## config.mk

```make
export PLATFORM = sky130hd
export DESIGN_NAME = issue_scoreboard
export DESIGN_NICKNAME = d
export VERILOG_FILES = /design/src/rtl/issue_scoreboard_pkg.sv /design/src/rtl/issue_scoreboard_reg_scoreboard.sv /design/src/rtl/issue_scoreboard.sv
export SDC_FILE = /design/constraint.sdc
export NUM_CORES = 1
export LEC_CHECK = 0
export BUFFER_PORTS_ARGS = -buffer_cell sky130_fd_sc_hd__buf_2
export CORE_MARGIN = 10
export CORE_UTILIZATION = 50
export DETAILED_ROUTE_END_ITERATION = 12
export HOLD_SLACK_MARGIN = 0.06
export PLACE_DENSITY_LB_ADDON = 0.1
export SETUP_SLACK_MARGIN = 0.02
export SYNTH_ARGS = -nofsm -noshare
export SYNTH_HDL_FRONTEND = slang
export SYNTH_SLANG_ARGS = --single-unit
```

## constraint.sdc

```tcl
create_clock -name clk -period 3.7 [get_ports clk]
set_clock_uncertainty 0.15 [all_clocks]
set_input_delay 0.74 -clock clk [delete_from_list [all_inputs] [get_ports clk]]
set_output_delay 0.74 -clock clk [all_outputs]
set_load 0.02 [all_outputs]
```

## src/rtl/issue_scoreboard_pkg.sv

```systemverilog
// issue_scoreboard_pkg: shared types and sizes for the issue controller
package issue_scoreboard_pkg;
  localparam int REG_W = 5;
  localparam int NREG = 32;
  typedef enum logic {MD_IDLE, MD_BUSY} md_state_e;
endpackage

```

## src/rtl/issue_scoreboard_reg_scoreboard.sv

```systemverilog
// reg_scoreboard: per-register pending-write vector with hazard lookup and writeback bypass
module reg_scoreboard
  import issue_scoreboard_pkg::*;
#(
  parameter int N = NREG,
  parameter bit BYPASS = 1'b1
) (
  input  logic             clk,
  input  logic             rst_n,
  input  logic             set_en,
  input  logic [REG_W-1:0] set_idx,
  input  logic             wb_vld,
  input  logic [REG_W-1:0] wb_rd,
  input  logic             fl_en,
  input  logic [REG_W-1:0] fl_idx,
  input  logic [REG_W-1:0] rs1,
  input  logic [REG_W-1:0] rs2,
  input  logic [REG_W-1:0] rd,
  input  logic             rs1_en,
  input  logic             rs2_en,
  input  logic             rd_en,
  output logic             raw,
  output logic             waw,
  output logic [N-1:0]     pend
);
  logic [N-1:0] pend_q, pend_d;
  function automatic logic busy(input logic [REG_W-1:0] r);
    return pend_q[r] & ~(BYPASS & wb_vld & (wb_rd == r));
  endfunction
  assign raw  = (rs1_en & busy(rs1)) | (rs2_en & busy(rs2));
  assign waw  = rd_en & (rd != '0) & busy(rd);
  assign pend = pend_q;
  // set is applied last so it wins over a same-index clear
  always_comb begin
    pend_d = pend_q;
    if (wb_vld) pend_d[wb_rd] = 1'b0;
    if (fl_en) pend_d[fl_idx] = 1'b0;
    if (set_en) pend_d[set_idx] = 1'b1;
    pend_d[0] = 1'b0;
  end
  always_ff @(posedge clk or negedge rst_n)
    if (!rst_n) pend_q <= '0;
    else pend_q <= pend_d;
endmodule

```

## src/rtl/issue_scoreboard.sv

```systemverilog
// issue_scoreboard: hazard-checked issue stage with MUL/DIV serialisation and a one-entry issue register
module issue_scoreboard #(
  parameter int NREG = issue_scoreboard_pkg::NREG,
  parameter bit BYPASS_WB = 1'b1,
  parameter int PERF_W = 32
) (
  input  logic                                clk,
  input  logic                                rst_n,
  input  logic                                dec_vld,
  output logic                                dec_rdy,
  input  logic [issue_scoreboard_pkg::REG_W-1:0] dec_rd,
  input  logic [issue_scoreboard_pkg::REG_W-1:0] dec_rs1,
  input  logic [issue_scoreboard_pkg::REG_W-1:0] dec_rs2,
  input  logic                                dec_rd_en,
  input  logic                                dec_rs1_en,
  input  logic                                dec_rs2_en,
  input  logic                                dec_md,
  input  logic [63:0]                         dec_pc,
  output logic                                iss_vld,
  input  logic                                iss_rdy,
  output logic [issue_scoreboard_pkg::REG_W-1:0] iss_rd,
  output logic                                iss_rd_en,
  output logic                                iss_md,
  output logic [63:0]                         iss_pc,
  input  logic                                wb_vld,
  input  logic [issue_scoreboard_pkg::REG_W-1:0] wb_rd,
  input  logic                                md_done,
  input  logic                                flush,
  output logic [NREG-1:0]                     pend,
  output logic [PERF_W-1:0]                   stall_cnt
);
  import issue_scoreboard_pkg::*;
  md_state_e        state_q, state_d;
  logic             raw, waw, mdblk, fire, md_kill;
  logic             iss_vld_q, iss_rd_en_q, iss_md_q;
  logic [REG_W-1:0] iss_rd_q;
  logic [63:0]      iss_pc_q;
  logic [PERF_W-1:0] stall_q;
  assign dec_rdy = ~raw & ~waw & ~mdblk & ~flush & (~iss_vld_q | iss_rdy);
  assign fire    = dec_vld & dec_rdy;
  assign md_kill = flush & iss_vld_q & iss_md_q;
  reg_scoreboard #(.N(NREG), .BYPASS(BYPASS_WB)) u_sb (
    .clk(clk), .rst_n(rst_n),
    .set_en(fire & dec_rd_en & (dec_rd != '0)), .set_idx(dec_rd),
    .wb_vld(wb_vld), .wb_rd(wb_rd),
    .fl_en(flush & iss_vld_q & iss_rd_en_q & (iss_rd_q != '0)), .fl_idx(iss_rd_q),
    .rs1(dec_rs1), .rs2(dec_rs2), .rd(dec_rd),
    .rs1_en(dec_rs1_en), .rs2_en(dec_rs2_en), .rd_en(dec_rd_en),
    .raw(raw), .waw(waw), .pend(pend)
  );
  always_ff @(posedge clk or negedge rst_n)
    if (!rst_n) state_q <= MD_IDLE;
    else state_q <= state_d;
  always_comb
    state_d = (state_q == MD_IDLE) ? ((fire & dec_md) ? MD_BUSY : MD_IDLE)
                                   : ((md_done | md_kill) ? MD_IDLE : MD_BUSY);
  always_comb mdblk = dec_md & (state_q != MD_IDLE);
  always_ff @(posedge clk or negedge rst_n)
    if (!rst_n) begin
      iss_vld_q   <= 1'b0;
      iss_rd_q    <= '0;
      iss_rd_en_q <= 1'b0;
      iss_md_q    <= 1'b0;
      iss_pc_q    <= '0;
      stall_q     <= '0;
    end else begin
      if (flush) iss_vld_q <= 1'b0;
      else if (fire) iss_vld_q <= 1'b1;
      else if (iss_rdy) iss_vld_q <= 1'b0;
      if (fire) begin
        iss_rd_q    <= dec_rd;
        iss_rd_en_q <= dec_rd_en;
        iss_md_q    <= dec_md;
        iss_pc_q    <= dec_pc;
      end
      if (dec_vld & ~dec_rdy & ~&stall_q) stall_q <= stall_q + PERF_W'(1);
    end
  assign iss_vld   = iss_vld_q;
  assign iss_rd    = iss_rd_q;
  assign iss_rd_en = iss_rd_en_q;
  assign iss_md    = iss_md_q;
  assign iss_pc    = iss_pc_q;
  assign stall_cnt = stall_q;
endmodule

```

## Word level (Yosys, flattened, before mapping)

Index checks and enable logic that the tools add are counted.

- Add/subtract/negate cells: 1
- Magnitude comparators: 8
- Equality and inequality tests: 3
- Muxes and demuxes: 21
- Bitwise operators: 42
- Reduce and logical (&&, ||, !) cells: 8

Operators with widths:

| kind | number |
|---|---|
| $mux W32 | 3 |
| $and A32 B32 Y32 | 2 |
| $not A32 Y32 | 2 |
| $add A32 B1 Y32 const B | 1 |
| $or A32 B32 Y32 | 1 |
| $reduce_and A32 Y1 | 1 |
| $lt A5 B6 Y1 const B | 5 |
| $and A1 B1 Y1 | 25 |
| $bmux W1 S5 | 3 |
| $demux W1 S5 | 3 |
| $eq A5 B5 Y1 | 3 |
| $ge A5 B1 Y1 const B | 3 |
| $mux W1 | 12 |
| $reduce_bool A5 Y1 | 2 |
| $not A1 Y1 | 9 |
| $logic_and A1 B1 Y1 | 3 |
| $or A1 B1 Y1 | 3 |
| $reduce_bool A3 Y1 | 1 |
| $logic_not A1 Y1 | 1 |

- Flip-flop bits (word level): 136
- Output and inout port bits: 137

## Depth between registers and ports, before layout

Gate-level depths: netlist (run 1).

- Word-level depth: 15
- Gate-level depth with buffers: 11
- Depth with buffers taken out: 8

## Cells and area by module

Synthesis (run 1) repeated with hierarchy kept, for this count alone.

- Cells, all modules: 593
- Area, all modules: 7018.0 sq um

Modules (own cells, without submodules):

| module | instances | cells each | area each (sq um) |
|---|---|---|---|
| issue_scoreboard | 1 | 330 | 4386.7 |
| reg_scoreboard | 1 | 263 | 2631.3 |

## Least setup slack after synthesis (run 1)

OpenSTA, ideal clock, no wires.

- Path type: input to output
- Start: input port dec_rd[0] (netlist bit)
- End: output port dec_rdy
- Arrival: 2422 ps
- Required time: 2810 ps
- Path slack: 388 ps
- Cell stages on the path: 7
- Path buffers: 1
- Path through: buf_2 -> mux4_2 -> a31oi_1 -> a21oi_1 -> nor4b_2 -> o22ai_2 -> nor2_1

- Longest elaborated chain between the ends: 10

RTL lines:

| item | line | text |
|---|---|---|
| from (decl) | issue_scoreboard.sv:11 | `input logic [issue_scoreboard_pkg::REG_W-1:0] dec_rd,` |
| branches (longest 4 deep; another with $bmux W1 S5) | n/a |  |
| $and A1 B1 Y1 * | issue_scoreboard_reg_scoreboard.sv:31 | `assign waw = rd_en & (rd != '0) & busy(rd);` |
| $not A1 Y1 * | issue_scoreboard.sv:39 | `assign dec_rdy = ~raw & ~waw & ~mdblk & ~flush & (~iss_vld_q \| iss_rdy);` |
| $and A1 B1 Y1 * (4 in a row) | issue_scoreboard.sv:39 |  |
| to (decl) | issue_scoreboard.sv:10 | `output logic dec_rdy,` |

Every way passes the cells marked *. The select of a mux whose other input is x is not followed.

## Worst setup path in the final report (run 1)

Same ends and word-level chain as after synthesis.

==> reports/summary.txt, run 1 <==
Placed insts: 969
Crit path top cell by count: buf_2
Final setup fails: 0
CTS root buf: clkbuf_16
Overflow after GRT: 0
Cells after Synth: 578
WP buf/inv: 2
DRT iter0 DRCs: 489
Post-route insts no fill: 999
RSZ-0062 raised after global routing: false
Hold Worst Slack: 0.180 ns
CP Data Required Time: 2.81 ns
Register bit total from synthesis: 136
Fin nets: 908
Peak per-stage delay on the critical path: 0.50 ns
Sum Neg Setup Slack: 0 ns
Startpoint type of the worst setup path: primary input
Hold Buf Count CTS: 0
Area delta synth->final: 30.3%
Avg WL per Cell: 21.9 µm
Setup Fix Bufs, Post-CTS: 0
Total number of vias: 5874
Syn_area_per_cell: 11.8 µm²
Pre-antenna DRT Iters: 6
Fin crit share: 95.9%
Slew Viols, Final: 0
Hold Vio Cnt, Final: 0
Vias in the first global route: 6129
Via-to-Cell Ratio: 5.88
Initial Util: 51.4%
Busiest layer in global routing: met2
Slew headroom: 56.7%
WS Path Type: primary input to output port
Largest net degree at the start of global routing: 64
Total CTS buffers: 17
Worst slew pin tran: 0.650 ns
Post-synthesis sequential area ratio: 49.8%
# port buffers: 230
LEAKAGE: 4.25 nW
Detailed-route DRC error count: 0
Post-CTS Resized: 0
Final min period: 3.55 ns
Final WL: 21900 µm
Initial antenna violation count: 0
PwrDens: 582 nW/µm²
Die Span Y: 137 µm
Die W: 137 µm
R2R Path Start: u_sb.pend[7]
Mux contribution to synthesized area: 18.6%
DIE AREA: 18700 µm²
M1 GR Usage: 28.2%
CP Capture Type: output port
Worst-skew pair later-pin latency: 0.42 ns
Num ports: 232
Worst R2R Path Depth: 9
Reg2reg end: u_sb.pend[31]
EDFF count, synth: 0
Clock Tree Buf Depth: 2
Arrival time worst endpoint: 2.66 ns
Worst-path clk slew: 0.06 ns
Combinational family with the most area after synthesis: multiplexers
Cell row count: 42
Gr usage total: 23.6%
Core Box Area: 13300 µm²
Power Total: 0.00518 W
Post-route antenna net violation count: 0
Post-synthesis xor/xnor area fraction: 5.90%
Critical Path Fanout Max: 3
GP Congestion: 0.973
Post-synthesis cell area: 6830 µm²
YS warnings: 0
Adder-cell share of the synthesized area: 0.183%
Delay-heaviest family, CP: simple AND/OR/NAND/NOR gates
Met2 usage: 38.7%
Share of layout cells above drive strength 1: 42.4%
CP cell instances: buf_2 -> mux4_2 -> nor2b_1 -> or3_1 -> nor4b_2 -> o22ai_2 -> nor2_1 -> buf_2
CTS tree: done
Post-synthesis compound-gate area fraction: 9.75%
Simple-gate share of the synthesized area: 12.6%
Syn Nets: 674
Max cap viols: 0
Max frequency: 282 MHz
H-tree depth: 4
Worst hold path class: primary input to asynchronous set/reset pin
Flop2flop setup slack: 0.56 ns
Run status: complete, no violations
Ys async rst share: 100%
Met3 Use GR: 9.24%
Final HPWL DP: 16300 µm
CTS sink count: 136
Unique masters post-synth: 50
Worst IR Drop VDD: 0.000387 V
Slowest cell on crit path: mux4_2
N_diodes: 0
Top FF cell, synth: dfrtp_1
First-pass GRT wire length: 34200 µm
[how the worst max path moves through the flow]
stage                 start          to  slack, ns  cells past startpoint
2_1_floorplan     dec_rd[0]     dec_rdy       0.39                      7
3_3_place_gp      dec_rd[0]     dec_rdy       0.11                      8
3_5_place_dp     dec_rs1[0]  iss_pc[44]       0.14                     10
4_1_cts           dec_rd[0]     dec_rdy       0.12                      8
5_1_grt        u_sb.pend[7]     dec_rdy       0.02                      7
6_report          dec_rd[0]     dec_rdy       0.15                      8
[metal layers]
| layer | vias up | part of all wire [%] |
|---|---|---|
| li1 | 2636 | - |
| met1 | 2887 | 38 |
| met2 | 318 | 49 |
| met3 | 33 | 12 |
| met4 | 0 | 1.6 |
| met5 | - | 0 |
[flip-flops by register name (all words and copies together), names as in the netlist]
signal     flops
iss_vld        1
iss_md         1
stall_cnt     32
u_sb.pend     31
state_q        1
iss_pc        64
iss_rd_en      1
iss_rd         5
[layout by cell type, fill, tap and decap left out, types with 5 or more instances in the layout]
| master | n |
|---|---|
| mux4_2 | 10 |
| nand3_1 | 24 |
| buf_4 | 13 |
| nand3b_1 | 15 |
| a211oi_1 | 6 |
| buf_2 | 229 |
| nand2_1 | 18 |
| mux2i_1 | 20 |
| inv_1 | 11 |
| nor4_1 | 15 |
| or3b_2 | 7 |
| dfrtp_1 | 136 |
| xor2_1 | 34 |
| buf_12 | 8 |
| nand4_1 | 5 |
| nor3_1 | 15 |
| mux2_2 | 47 |
| nor2_1 | 19 |
| nand2b_1 | 5 |
| clkbuf_16 | 17 |
| nor2b_1 | 7 |
| mux2_1 | 28 |
| o221ai_1 | 31 |
| xnor2_1 | 12 |
| or3_1 | 7 |
| o21ai_1 | 32 |
[synthesized netlist by cell type (2+ instances only)]
cell / n / area share, %
a211oi_1: 6 / 0.66
a21oi_1: 4 / 0.29
a22o_1: 4 / 0.51
a31oi_1: 2 / 0.18
and3_1: 2 / 0.18
buf_2: 12 / 0.88
buf_4: 6 / 0.66
clkbuf_1: 16 / 0.88
dfrtp_1: 136 / 50
inv_1: 11 / 0.60
mux2_1: 28 / 4.6
mux2_2: 47 / 7.8
mux2i_1: 20 / 2.9
mux4_2: 10 / 3.3
nand2_1: 18 / 0.99
nand2b_1: 5 / 0.46
nand3_1: 24 / 1.8
nand3b_1: 15 / 1.6
nand4_1: 5 / 0.46
nand4_2: 2 / 0.37
nor2_1: 19 / 1.0
nor2b_1: 7 / 0.64
nor3_1: 15 / 1.1
nor4_1: 15 / 1.4
o21ai_0: 4 / 0.29
o21ai_1: 33 / 2.4
o221ai_1: 31 / 4.0
o22a_1: 2 / 0.26
o311ai_0: 2 / 0.26
or3_1: 7 / 0.64
or3b_2: 7 / 0.90
xnor2_1: 12 / 1.5
xor2_1: 34 / 4.4
[metrics by stage]
| step | worst slack [ns] | utilization [%] | instance area [µm²] |
|---|---|---|---|
| floorplan | 0.388 | - | 6830 |
| global placement | 0.113 | 62.4 | 8290 |
| detailed placement | 0.137 | 62.4 | 8290 |
| CTS | 0.121 | 66.9 | 8900 |
| global route | 0.0248 | 66.9 | 8900 |
| finish | 0.151 | 66.9 | 8900 |
[worst reg2reg max path, delay by kind of cell, from the launching register on]
kind / cells / cell delay, ns
muxes: 1 / 0.49
DFF: 1 / 0.45
buffers and inverters: 1 / 0.20
AOI/OAI and AO/OA: 2 / 0.46
and+or+nand+nor: 5 / 1.29
[cell type report]
type                    instances  area [µm²]
multi-input cells             396        3220
repair buffers                250        1400
clock buffers                  24         492
inverters                      11        41.3
clock inverters                 6         114
flip-flops and latches        136        3400
fillers                      1062        4400
well taps                     176         220
[where the power goes]
part           switching, W  leakage [nW]  internal [W]  total, W
Combinational      0.000850          2.26      0.000566   0.00142
Sequential         0.000250          1.71       0.00179   0.00204
Clock              0.000601         0.289       0.00113   0.00173
Total               0.00170          4.25       0.00348   0.00518
[cells by family (layout without fill, tap and decap cells)]
logic type | after synthesis | in the layout
compound gates | 95 | 95
other cells | 1 | 1
flops | 136 | 136
simple gates | 148 | 148
fa+ha+maj | 1 | 1
xor+xnor | 46 | 46
buf+inv | 46 | 291
mux | 105 | 105
Note: power is estimated with default switching activity, not from simulation.
==> run 2: changes to the inputs <==
PLACE_DENSITY_LB_ADDON = 0.3   (was 0.1)
==> run 2 against run 1 <==
- die area stayed put
- clock power barely moved
- sequential share of layout area down 0.097 points
- register-to-register slack better by 0.03 ns
- sequential cell count stayed put
- final cell count increased by 0.70%
- sequential power hardly changed
- non-clock buffer count up 4
- cell area is 0.25% higher
- critical path depth grew 2
- via count is 1.7% higher
- largest cell class unchanged
- highest routed layer unchanged
==> reports/summary.txt, run 2 (same netlist as run 1, synthesis figures left out) <==
Run status: complete, no violations (unchanged)
Avg WL per Cell: 22.4 µm (was 21.9 µm)
WP buf/inv: 4 (was 2)
# port buffers: 230 (unchanged)
WP depth: 10 (was 8)
Detailed-route DRC error count: 0 (unchanged)
Worst IR Drop VDD: 0.000408 V (was 0.000387 V)
CTS root buf: clkbuf_16 (unchanged)
First-pass GRT wire length: 35000 µm (was 34200 µm)
WS Path Type: primary input to output port (unchanged)
Cell row count: 42 (unchanged)
Area delta synth->final: 30.7% (was 30.3%)
Slowest cell on crit path: nor4_1 (was mux4_2)
Final setup fails: 0 (unchanged)
CP cell instances: buf_2 -> buf_4 -> nor2b_1 -> a211oi_1 -> nor4_1 -> nor4_1 -> buf_4 -> o22ai_2 -> nor2_1 -> buf_2 (was buf_2 -> mux4_2 -> nor2b_1 -> or3_1 -> nor4b_2 -> o22ai_2 -> nor2_1 -> buf_2)
Finished Cell Area: 8920 µm² (was 8900 µm²)
Max frequency: 279 MHz (was 282 MHz)
Hold Buf Count CTS: 0 (unchanged)
Final min period: 3.58 ns (was 3.55 ns)
Final WL: 22500 µm (was 21900 µm)
Initial Util: 51.4% (unchanged)
Most frequent cells in the layout: 228 x buf_2, 136 x dfrtp_1, 47 x mux2_2 (was 229 x buf_2, 136 x dfrtp_1, 47 x mux2_2)
GP Congestion: 0.985 (was 0.973)
Worst R2R Path Depth: 9 (unchanged)
Critical Path Fanout Max: 13 (was 3)
Worst-skew pair later-pin latency: 0.42 ns (about the same)
Largest net degree at the start of global routing: 66 (was 64)
Worst-path clk slew: 0.06 ns (about the same)
CP Capture Type: output port (unchanged)
Fin util: 67.1% (was 66.9%)
Max reg flops: 64 (unchanged)
Slew Viols, Final: 0 (unchanged)
Slew headroom: 60.9% (was 56.7%)
Core Box Area: 13300 µm² (unchanged)
Peak per-stage delay on the critical path: 0.39 ns (was 0.50 ns)
LEAKAGE: 4.27 nW (was 4.25 nW)
Startpoint type of the worst setup path: primary input (unchanged)
PwrDens: 581 nW/µm² (was 582 nW/µm²)
Area of the multi-input gates: 3220 µm² (unchanged)
Sum Neg Setup Slack: 0 ns (unchanged)
Total number of vias: 5974 (was 5874)
CTS sink count: 136 (unchanged)
Via-to-Cell Ratio: 5.94 (was 5.88)
CTS tree: done (unchanged)
Total CTS buffers: 17 (unchanged)
RSZ-0062 raised after global routing: false (unchanged)
Sequential cell area: 3400 µm² (unchanged)
Arrival time worst endpoint: 2.69 ns (was 2.66 ns)
Worst slew pin tran: 0.584 ns (was 0.650 ns)
Overflow after GRT: 0 (unchanged)
Final HPWL DP: 16700 µm (was 16300 µm)
Flop2flop setup slack: 0.59 ns (was 0.56 ns)
Gr usage total: 24.0% (was 23.6%)
Clock Tree Buf Depth: 2 (unchanged)
Num ports: 232 (unchanged)
Die W: 137 µm (unchanged)
Commonest non-fill, non-tap cell in the layout: buf_2 (unchanged)
H-tree depth: 4 (unchanged)
DIE AREA: 18700 µm² (unchanged)
Vias in the first global route: 6277 (was 6129)
Max cap viols: 0 (unchanged)
Hold Vio Cnt, Final: 0 (unchanged)
Worst hold path class: primary input to asynchronous set/reset pin (unchanged)
Die Span Y: 137 µm (unchanged)
Fin crit share: 96.8% (was 95.9%)
Area post-placement: 8310 µm² (was 8290 µm²)
Fillcell total: 1023 (was 1062)
Pre-antenna DRT Iters: 5 (was 6)
DRT iter0 DRCs: 652 (was 489)
Setup Fix Bufs, Post-CTS: 0 (unchanged)
Post-CTS Resized: 0 (unchanged)
Fin nets: 912 (was 908)
Delay-heaviest family, CP: buffers and inverters (was simple AND/OR/NAND/NOR gates)
Post-route antenna net violation count: 0 (unchanged)
Initial antenna violation count: 1 (was 0)
CP Data Required Time: 2.81 ns (about the same)
Share of layout cells above drive strength 1: 43.1% (was 42.4%)
[run 2: cell types whose count changed in the layout (fill, tap and decap cells not counted)]
cell        delta
buf_12         -1
buf_2          -1
buf_4          +5
clkbuf_1       -2
clkbuf_4       +1
clkbuf_8       -2
clkinv_2       +4
clkinvlp_4     +2
diode_2        +1
[run 2: per-layer routing]
metal	GRT usage, %	up-vias	part of all wire, %
met1	27.8	2908	36
li1	-	2638	-
met3	9.64	43	12
met4	8.26	0	1.9
met5	0	-	0
met2	39.5	385	50
[run 2: metrics by stage]
| stage | std cells | hold WS, ns | total power [W] | setup slack, ns |
|---|---|---|---|---|
| final | 1006 | 0.145 | 0.00518 | 0.118 |
| after global routing | 1005 | 0.180 | 0.00542 | 0.0237 |
| after CTS | 1005 | 0.166 | 0.00522 | 0.0876 |
| after detailed placement | 973 | 0.324 | 0.00348 | 0.107 |
| after global placement | 973 | 0.312 | 0.00343 | 0.130 |
| after floorplan | 578 | 0.294 | 0.00285 | 0.388 |
[run 2: path summary, 6_finish.rpt]
path	startpoint	end
max	dec_rs2[1]	dec_rdy
min in group clk	iss_pc[35]	iss_pc[35]
min	rst_n	iss_pc[8]
max reg2reg	u_sb.pend[7]	u_sb.pend[2]
min reg2reg	iss_pc[35]	iss_pc[35]
max in group asynchronous	rst_n	u_sb.pend[29]
[run 2: final cells by class]
type	count	share of cell area [%]
diodes	1	0.0281
clock buffers	20	5.12
clock inverters	12	1.67
inverters	11	0.463
multi-input cells	396	36.1
flip-flops and latches	136	38.1
well taps	176	2.47
repair buffers	254	16.0
[run 2: where the power goes]
group / total, W / switching [W] / internal, W
sequential: 0.00204 / 0.000257 / 0.00179
combinational: 0.00142 / 0.000850 / 0.000566
clock: 0.00173 / 0.000635 / 0.00109
total: 0.00518 / 0.00174 / 0.00344
==> run 3: changes to the inputs <==
CORE_UTILIZATION = 46   (was 50)
clock period = 3.09 ns   (was 3.7 ns; I/O delays follow)
==> run 3 against run 2 <==
- the flow now finishes with violations (negative setup slack)
- sequential power grew 21%
- worst hold slack lost 0.063 ns
- clock power grew 14%
- routed wire length grew 11%
- combinational power grew 45%
- sequential share of layout area shrank 3.9 points
- first-iteration DRC count grew 1.7%
- register-to-register slack lost 0.63 ns
- worst setup slack lost 0.24 ns
- critical path depth shrank 3
==> reports/summary.txt, run 3 (same netlist as run 1, synthesis figures left out) <==
Arrival time worst endpoint: 2.44 ns (was 2.69 ns)
Fin util: 68.3% (was 67.1%)
Slew Viols, Final: 0 (unchanged)
Hold Buf Count CTS: 0 (unchanged)
CTS sink count: 136 (unchanged)
Cell row count: 44 (was 42)
PwrDens: 656 nW/µm² (was 581 nW/µm²)
Max frequency: 312 MHz
Fillcell total: 1081 (was 1023)
Worst-path clk slew: 0.06 ns (about the same)
Share of layout cells above drive strength 1: 51.6% (was 43.1%)
Hold Worst Slack: 0.0828 ns (was 0.145 ns)
Delay-heaviest family, CP: simple AND/OR/NAND/NOR gates (was buffers and inverters)
Gr usage total: 22.7% (was 24.0%)
Total number of vias: 6328 (was 5974)
Worst IR Drop VDD: 0.000419 V (was 0.000408 V)
Pre-antenna DRT Iters: 6 (was 5)
Max reg flops: 64 (unchanged)
Commonest non-fill, non-tap cell in the layout: buf_2 (unchanged)
Worst R2R Path Depth: 11 (was 9)
Failing checks: negative setup slack
Vias in the first global route: 6581 (was 6277)
Fin nets: 969 (was 912)
Die Span Y: 142 µm (was 137 µm)
WP depth: 7 (was 10)
Worst-skew pair later-pin latency: 0.42 ns (about the same)
Peak per-stage delay on the critical path: 0.47 ns (was 0.39 ns)
Die W: 142 µm (was 137 µm)
GP Congestion: 0.964 (was 0.985)
Detailed-route DRC error count: 0 (unchanged)
CTS tree: done (unchanged)
CTS root buf: clkbuf_16 (unchanged)
Hold Vio Cnt, Final: 0 (unchanged)
Worst slew pin tran: 0.650 ns (was 0.584 ns)
Num ports: 232 (unchanged)
CP cell instances: mux4_2 -> nor2b_4 -> or3_4 -> nor4b_4 -> o22ai_2 -> nor2_2 -> buf_6 (was buf_2 -> buf_4 -> nor2b_1 -> a211oi_1 -> nor4_1 -> nor4_1 -> buf_4 -> o22ai_2 -> nor2_1 -> buf_2)
Startpoint type of the worst setup path: register (was primary input)
Final setup fails: 23 (was 0)
RSZ-0062 raised after global routing: true (was false)
First-pass GRT wire length: 36100 µm (was 35000 µm)
WP buf/inv: 1 (was 4)
Final HPWL DP: 17300 µm (was 16700 µm)
# port buffers: 230 (unchanged)
CP Data Required Time: 2.32 ns (was 2.81 ns)
WS Path Type: register to output port (was primary input to output port)
Final WS setup: -0.120 ns (was 0.118 ns)
Largest net degree at the start of global routing: 56 (was 66)
Max cap viols: 0 (unchanged)
Initial Util: 47.0% (was 51.4%)
Critical Path Fanout Max: 2 (was 13)
N_diodes: 0 (was 1)
Via-to-Cell Ratio: 5.91 (was 5.94)
Worst hold path class: primary input to asynchronous set/reset pin (unchanged)
Total CTS buffers: 17 (unchanged)
Core Box Area: 14500 µm² (was 13300 µm²)
H-tree depth: 4 (unchanged)
Slowest cell on crit path: mux4_2 (was nor4_1)
Post-route antenna net violation count: 0 (unchanged)
Overflow after GRT: 0 (unchanged)
Final min period: 3.21 ns
Most frequent cells in the layout: 228 x buf_2, 136 x dfrtp_1, 70 x mux2_4 (was 228 x buf_2, 136 x dfrtp_1, 47 x mux2_2)
Run status: complete, but fails checks (was complete, no violations)
Slew headroom: 56.6% (was 60.9%)
DIE AREA: 20100 µm² (was 18700 µm²)
CP Capture Type: output port (unchanged)
Area delta synth->final: 45.4% (was 30.7%)
Initial antenna violation count: 1 (unchanged)
LEAKAGE: 4.87 nW (was 4.27 nW)
Power Total: 0.00651 W (was 0.00518 W)
Final WL: 25000 µm (was 22500 µm)
Avg WL per Cell: 23.4 µm (was 22.4 µm)
Fin crit share: 104%
Clock Tree Buf Depth: 2 (unchanged)
DRT iter0 DRCs: 663 (was 652)
[run 3: worst paths after layout]
path | from | endpoint | slack [ns]
max reg2reg | u_sb.pend[7] | iss_pc[34] | -0.04
min | rst_n | iss_pc[28] | 0.08
max in group asynchronous | rst_n | iss_rd[2] | 1.81
max | u_sb.pend[7] | dec_rdy | -0.12
min reg2reg | stall_cnt[10] | stall_cnt[10] | 0.34
min in group clk | dec_pc[28] | iss_pc[28] | 0.28
[run 3: final cells by class]
class | count | area [µm²] | share of cell area (%)
multi-input combinational | 396 | 3590 | 36.2
sequential | 136 | 3400 | 34.3
timing repair buffer | 311 | 2080 | 21.0
clock buffer | 18 | 429 | 4.32
tap | 184 | 230 | 2.32
clock inverter | 14 | 148 | 1.49
inverter | 11 | 41.3 | 0.416
[run 3: metal layers]
layer  vias to the layer above  wire length [µm]  global-route usage, %
li1                       2748                 -                      -
met1                      3132              9470                   25.2
met2                       374             12200                   38.0
met3                        72              2510                   9.61
met4                         2               782                   8.12
met5                         -                 7                      0
[run 3: power breakdown]
group	total (W)	internal [W]	switching (W)
sequential	0.00247	0.00214	0.000336
clock	0.00198	0.00119	0.000789
combinational	0.00206	0.000947	0.00111
total	0.00651	0.00428	0.00224
[run 3: through the flow]
| stage | area (µm²) | std cells | setup slack, ns | setup TNS [ns] |
|---|---|---|---|---|
| after floorplan | 6860 | 578 | -0.0165 | -0.444 |
| after global placement | 8680 | 1027 | -0.263 | -26.19 |
| after detailed placement | 8680 | 1027 | -0.323 | -32.26 |
| after CTS | 9290 | 1060 | -0.162 | -0.162 |
| after global routing | 9930 | 1070 | -0.198 | -4.13 |
| final | 9930 | 1070 | -0.120 | -0.588 |
[run 3: timing repair]
| item | 4_1_cts | 5_1_grt |
|---|---|---|
| setup buffers | 1 | 5 |
| cloned | 0 | 5 |
| pin swaps | 2 | 9 |
| endpoints found under the setup margin | 1 | 129 |
| gates resized for setup | 6 | 119 |
